===== src/rtl/uart_rx_framer.sv =====
// UART receive framer: synchronises the serial line, validates start/stop bits and emits
// single-cycle data-ready, framing-error and overrun pulses for the echo FIFO write port.
module uart_rx_framer #(
    parameter int CLOCK_FREQUENCY = 100_000_000,
    parameter int BAUD_RATE       = 115_200,
    parameter int DATA_BITS       = 8
) (
    input  logic                 sysclk,
    input  logic                 nrst_in,
    input  logic                 rx_serial_in,
    input  logic                 full_in,
    output logic [DATA_BITS-1:0] rx_data_out,
    output logic                 data_rdy_out,
    output logic                 frame_err_out,
    output logic                 overrun_out,
    output logic                 busy_out
);

    localparam int CLKS_PER_BIT = CLOCK_FREQUENCY / BAUD_RATE;
    localparam int HALF_BIT     = CLKS_PER_BIT / 2;
    localparam int CW           = $clog2(CLKS_PER_BIT);
    localparam int BW           = $clog2(DATA_BITS) + 1;

    localparam logic [CW-1:0] HALF_LAST = CW'(HALF_BIT - 1);
    localparam logic [CW-1:0] BIT_LAST  = CW'(CLKS_PER_BIT - 1);
    localparam logic [BW-1:0] IDX_LAST  = BW'(DATA_BITS - 1);

    generate
        if (CLKS_PER_BIT < 4) begin : g_bad_baud
            $error("uart_rx_framer: CLKS_PER_BIT must be at least 4");
        end
    endgenerate

    typedef enum logic [2:0] {
        IDLE  = 3'd0,
        START = 3'd1,
        DATA  = 3'd2,
        STOP  = 3'd3,
        BRK   = 3'd4
    } state_t;

    state_t                state_q, state_d;
    logic [CW-1:0]         cnt_q, cnt_d;
    logic [BW-1:0]         bit_idx_q, bit_idx_d;
    logic [DATA_BITS-1:0]  shreg_q, shreg_d;
    logic [DATA_BITS-1:0]  rx_data_q, rx_data_d;
    logic                  rdy_q, rdy_d;
    logic                  ferr_q, ferr_d;
    logic                  ovr_q, ovr_d;
    logic [1:0]            sync_q;
    logic                  rx_s;

    assign rx_s = sync_q[1];

    always_ff @(posedge sysclk or negedge nrst_in) begin
        if (!nrst_in) begin
            sync_q    <= 2'b11;
            state_q   <= IDLE;
            cnt_q     <= '0;
            bit_idx_q <= '0;
            shreg_q   <= '0;
            rx_data_q <= '0;
            rdy_q     <= 1'b0;
            ferr_q    <= 1'b0;
            ovr_q     <= 1'b0;
        end else begin
            sync_q    <= {sync_q[0], rx_serial_in};
            state_q   <= state_d;
            cnt_q     <= cnt_d;
            bit_idx_q <= bit_idx_d;
            shreg_q   <= shreg_d;
            rx_data_q <= rx_data_d;
            rdy_q     <= rdy_d;
            ferr_q    <= ferr_d;
            ovr_q     <= ovr_d;
        end
    end

    always_comb begin
        state_d   = state_q;
        cnt_d     = cnt_q + CW'(1);
        bit_idx_d = bit_idx_q;
        shreg_d   = shreg_q;
        rx_data_d = rx_data_q;
        rdy_d     = 1'b0;
        ferr_d    = 1'b0;
        ovr_d     = 1'b0;

        case (state_q)
            IDLE: begin
                cnt_d = '0;
                if (!rx_s) begin
                    state_d = START;
                end
            end
            START: begin
                // Re-check the line at mid start bit; a short low pulse is just noise.
                if (cnt_q == HALF_LAST) begin
                    cnt_d     = '0;
                    bit_idx_d = '0;
                    state_d   = rx_s ? IDLE : DATA;
                end
            end
            DATA: begin
                if (cnt_q == BIT_LAST) begin
                    cnt_d     = '0;
                    shreg_d   = {rx_s, shreg_q[DATA_BITS-1:1]};
                    bit_idx_d = bit_idx_q + BW'(1);
                    if (bit_idx_q == IDX_LAST) begin
                        state_d = STOP;
                    end
                end
            end
            STOP: begin
                // Leaving at mid stop bit leaves half a bit to catch an immediate next start.
                if (cnt_q == BIT_LAST) begin
                    cnt_d = '0;
                    if (rx_s) begin
                        state_d = IDLE;
                        if (full_in) begin
                            ovr_d = 1'b1;
                        end else begin
                            rx_data_d = shreg_q;
                            rdy_d     = 1'b1;
                        end
                    end else begin
                        ferr_d  = 1'b1;
                        state_d = BRK;
                    end
                end
            end
            BRK: begin
                cnt_d = '0;
                if (rx_s) begin
                    state_d = IDLE;
                end
            end
            default: begin
                cnt_d   = '0;
                state_d = IDLE;
            end
        endcase
    end

    assign rx_data_out   = rx_data_q;
    assign data_rdy_out  = rdy_q;
    assign frame_err_out = ferr_q;
    assign overrun_out   = ovr_q;
    assign busy_out      = (state_q != IDLE);

endmodule


===== config.mk =====
export PLATFORM = sky130hd
export DESIGN_NAME = uart_rx_framer
export DESIGN_NICKNAME = d
export VERILOG_FILES = /design/src/rtl/uart_rx_framer.sv
export SDC_FILE = /design/constraint.sdc
export NUM_CORES = 1
export LEC_CHECK = 0
export BUFFER_PORTS_ARGS = -buffer_cell sky130_fd_sc_hd__buf_2
export CORE_MARGIN = 1.5
export CORE_UTILIZATION = 62
export CTS_CLUSTER_SIZE = 12
export DETAILED_ROUTE_END_ITERATION = 8
export PLACE_DENSITY_LB_ADDON = 0.2
export REMOVE_ABC_BUFFERS = 1
export SLEW_MARGIN = 30
export SYNTH_ARGS = -nofsm -noshare
export SYNTH_HDL_FRONTEND = slang
export SYNTH_SLANG_ARGS = --single-unit

===== constraint.sdc =====
create_clock -name sysclk -period 3.25 [get_ports sysclk]
set_input_delay 0.975 -clock sysclk [delete_from_list [all_inputs] [get_ports sysclk]]
set_output_delay 0.975 -clock sysclk [all_outputs]
set_load 0.005 [all_outputs]

; ---- After elaboration in Yosys (flattened, before gate mapping)
; Index checks and enable logic that the tools add are counted.
[classes]
n_addsub = 2
n_eq_ne = 13
n_mux = 26
n_bitwise = 1
n_reduce_logical = 8
[op_table]
columns = operator, n
row1 = $mux 3, 7
row2 = $mux 10, 2
row3 = $pmux 10 s2, 1
row4 = $pmux 3 s5, 1
row5 = $ne 2x2->1 const B, 6
row6 = $mux 1, 11
row7 = $add 10x1->10 const B, 1
row8 = $eq 10x10->1 const B, 1
row9 = $eq 10x9->1 const B, 1
row10 = $mux 4, 2
row11 = $pmux 4 s2, 1
row12 = $eq 3x2->1 const B, 2
row13 = $reduce_and 6->1, 1
row14 = $add 4x1->4 const B, 1
row15 = $eq 4x3->1 const B, 1
row16 = $reduce_and 4->1, 1
row17 = $eq 3x1->1 const B, 1
row18 = $eq 3x3->1 const B, 1
row19 = $logic_not 3->1, 1
row20 = $reduce_and 3->1, 1
row21 = $reduce_bool 3->1, 1
row22 = $mux 2, 1
row23 = $reduce_and 2->1, 1
row24 = $reduce_bool 2->1, 1
row25 = other kinds (2), 2
[word_totals]
register_bits = 38
input_bits = 4
wordCells = 59

; ---- Logic depth before layout (Yosys ltp)
[logic_depth]
ltp_word = 4
mapped_depth = 7

; ---- Worst setup path after synthesis
; OpenSTA, ideal clock, no wires.
[synth_path]
kind = reg-to-reg
from = reg cnt_q[2]
to = reg bit_idx_q[2]
setup_ps = 69
t_arrival_ps = 1808
required_time_ps = 3181
setup_slack_ps = 1374
stages_incl_launch_ff = 6
n_path_buf = 1
cell_sequence = dfrtp_1 or3b_1 buf_2 or4_1 a2111o_1 nand3_1
[synth_between]
elab_chain_len = 3
word_cells_on_any_way = 5
classes_between = eq/ne: 4 / reduce/logical: 1
[synth_lines]
columns = element, line
row1 = "start, declared", 43  ; logic [CW-1:0] cnt_q, cnt_d;
row2 = "start signal, assigned", 69  ; cnt_q <= cnt_d;
row3 = $eq 10x10->1 / $eq 10x9->1 (equally long branches), "105, 98"
row4 = $ne 2x2->1 (no line), n/a
row5 = $reduce_and 3->1 (no line) (*), n/a
row6 = "end signal, assigned", 70  ; bit_idx_q <= bit_idx_d;
row7 = "end, declared", 44  ; logic [BW-1:0] bit_idx_q, bit_idx_d;
; Mark *: on every way between the ends. The rest lies on a longest branch, timed or not.
; A chain may end at the register's enable or synchronous reset.

; ---- Worst setup path in the final report
[layout_path]
from = reg state_q[2]
to = out busy_out
[layout_between]
elab_chain_len = 1
[layout_lines]
columns = element, line
row1 = "start, declared", 42  ; state_t state_q, state_d;
row2 = "start signal, assigned", 68  ; state_q <= state_d;
row3 = $reduce_bool 3->1, 149  ; assign busy_out = (state_q != IDLE);
row4 = "end, declared", 16  ; output logic busy_out
; Every way passes these cells.

==> parameters.txt <==
Parameter                              Value

Clock tree
  Buffers from clock root to sink, at most    2
  Clock-pin slew on the worst setup and hold paths    110 ps
  Later-pin clock latency in the skew report    340 ps
  Quantity of gates resized following cts    0
  Count of hold buffers inserted by post-cts repair    0
  Setup Buffers After CTS    0
  Cts bufs inserted    5
  Clock tree from TritonCTS    built
  Total number of clock tree sinks    38
  Clock H-tree levels    2
  Master cell of the clock root buffer    sky130_fd_sc_hd__clkbuf_4

Timing
  Least-Margin Pin Slew    799 ps
  Tmin final    2310 ps
  Fmax    432 MHz
  Share of the clock period used by the worst path    0.712
  Total negative slack for setup checks    0 ps
  Max-slew violations    0
  Setup clock skew after layout    9.04 ps
  Slew HR    0.468
  Hold violation count in the final report    0
  Setup repair after global routing missed its margin    no
  Number of setup violations in the final report    0

Worst hold path
  End point of the most critical hold path    sync_q[1]
  Hold-critical path depth    0
  Worst min-delay path class    reg2reg
  Start point of the worst hold path    sync_q[0]

Synth
  Cells after synthesis    145
  Yosys top cell area share    0.532
  Dominant cell by count in the synthesized netlist    sky130_fd_sc_hd__dfrtp_1
  Synth area leaders    sky130_fd_sc_hd__dfrtp_1 53%, sky130_fd_sc_hd__mux2_2 11%, sky130_fd_sc_hd__xnor2_1 3.6%
  Most numerous cell types in the synthesized netlist    36 x sky130_fd_sc_hd__dfrtp_1, 16 x sky130_fd_sc_hd__mux2_2, 16 x sky130_fd_sc_hd__nor2_1, 8 x sky130_fd_sc_hd__nand3_1
  Async set or reset register ratio after synthesis    1.00
  Number of warnings reported in the yosys synthesis log    0
  Cell area after technology mapping    0.00169 mm2
  Synthesis-stage register bit count    38
  Number of library cell types mapped by synthesis    35
  Post-synth EDFFs    0
  Area leader, netlist    sky130_fd_sc_hd__dfrtp_1
  Sequential element share of the synthesized area    0.563
  Commonest register cell after synthesis    sky130_fd_sc_hd__dfrtp_1
  Avg Synthesized Cell Area    11.7 um2

Worst setup path
  CP Launch Type    flip-flop
  Type of the setup path with the least slack    reg2out
  Reg-to-reg setup timing slack    1150 ps
  R2R Path End    bit_idx_q[0]
  Category of the worst setup path capture point    output port
  Endpoint required time on the critical path    2270 ps
  Largest fanout on the critical path    10
  R2r worst-path depth    5
  Beginning of the worst register-to-register path    cnt_q[0]
  Arrival @ worst endpoint    1340 ps

Layout
  Count of non-filler cells in the finished layout    193
  Share of cells above drive strength 1    0.258
  Layout filler cell count    174
  Number of antenna cells inserted    0
  Nets@finish    169
  Synth-to-Final Area Change    9.98%

Global routing
  Initial antenna violation count    0
  Number of global-route vias before repair    1202
  GRT Total Usage    0.213
  Wire length of the first global-routing pass    5130 um
  Pin count of the biggest net entering global routing    39
  Leftover overflow at the end of global routing    0

Floorplanning
  Area of the die    0.00305 mm2
  Number of ports placed on the die boundary    16
  Number of placement rows    18
  Die Y-Extent    55.3 um
  Placeable core region    0.00252 mm2
  Horizontal die dimension    55.3 um
  Initial cell density of the core    0.671

Power and ir drop
  Power density over the cells    429 mW/mm2
  Worst supply voltage drop on vdd    0.000410 V
  Standby leakage power    0.890 nW

Placed design
  Count of input and output buffers    15
  Last weighted congestion value of the routability-driven placer    0.756
  Cell count after placement    185
  Detailed placement HPWL    1920 um

Detailed routing
  Detailed Routing Iterations Pass 1    4
  DRT antenna net count    0
  Number of vias after detailed routing    1135
  Overall routed net length    2760 um
  Total DRC errors in the routed layout    0
  Vias per std cell    5.88
  Wirelength per Cell    14.3 um
  Drt initial violations    41

Flow run
  Max_cap viols    0

Run status
  Result of the run    finished clean
worst max path at each step:
stage,from,end,depth (start not counted)
after floorplan,cnt_q[2],bit_idx_q[2],4
after global placement,full_in,rx_data_out[6],4
after detailed placement,full_in,rx_data_out[3],4
after CTS,state_q[2],busy_out,2
after global routing,state_q[2],busy_out,2
final,state_q[2],busy_out,2
final cells by class:
class                   count  area, um2  area share
flip-flops and latches     38        953       0.512
multi-input cells          98        703       0.378
repair buffers             15       75.1      0.0403
clock inverters             3       40.0      0.0215
clock buffers               5       37.5      0.0202
well taps                  30       37.5      0.0202
inverters                   4       15.0     0.00806
stage by stage:
step	hold WS (ps)	setup WS, ps	total power [W]	util	area [um2]
2_1_floorplan	345	1400	0.000486	-	1670
5_1_grt	368	877	0.000827	0.738	1860
3_5_place_dp	347	1150	0.000497	0.707	1780
6_report	362	936	0.000798	0.738	1860
4_1_cts	363	924	0.000806	0.738	1860
3_3_place_gp	347	1200	0.000497	0.707	1780
routing by layer:
layer,vias to the layer above,part of all wire,GRT usage,routed length (um)
li1,545,-,-,-
met1,549,0.45,0.254,1230
met2,31,0.48,0.352,1320
met3,10,0.047,0.0539,129
met4,0,0.025,0.115,70
met5,-,0,0,0
power by group:
| part | total [W] | internal, W | switching [W] | leakage [nW] |
|---|---|---|---|---|
| combinational | 0.0000112 | 0.00000170 | 0.00000949 | 0.336 |
| clock | 0.000311 | 0.000159 | 0.000151 | 0.0450 |
| sequential | 0.000476 | 0.000475 | 0.00000147 | 0.509 |
| total | 0.000798 | 0.000636 | 0.000162 | 0.890 |
worst max-delay path, cell delays in order, from the launching register on:
cell	delay, ps
sky130_fd_sc_hd__dfrtp_1	490
sky130_fd_sc_hd__or3_1	390
sky130_fd_sc_hd__buf_2	130
cell usage in the layout (no fill, tap or decap), types with 4 or more instances in the layout:
master                     synthesis  final
sky130_fd_sc_hd__clkbuf_4          0      5
sky130_fd_sc_hd__inv_1             4      4
sky130_fd_sc_hd__nand2_1           7      7
sky130_fd_sc_hd__buf_2             2     15
sky130_fd_sc_hd__xnor2_1           7      7
sky130_fd_sc_hd__mux2_2           16     16
sky130_fd_sc_hd__nand3_1           8      8
sky130_fd_sc_hd__nor2_1           16     16
sky130_fd_sc_hd__nor3_1            4      4
sky130_fd_sc_hd__dfrtp_1          36     36
state kept, by name, summed over array words and instances (netlist names):
signal,count
state_q,3
cnt_q,10
overrun_out,1
sync_q,2
bit_idx_q,4
shreg_q,8
frame_err_out,1
rx_data_out,8
data_rdy_out,1
kinds of logic after synthesis:
logic type               after synthesis  share of synthesized area
AO/OA/AOI/OAI                         14                     0.0576
flip-flops                            38                      0.563
AND/OR/NAND/NOR                       54                      0.171
buffers and inverters                  9                     0.0214
adder cells (fa/ha/maj)                3                     0.0222
multiplexers                          17                      0.112
XOR/XNOR                              10                     0.0517
Note: power is estimated with default switching activity, not from simulation.
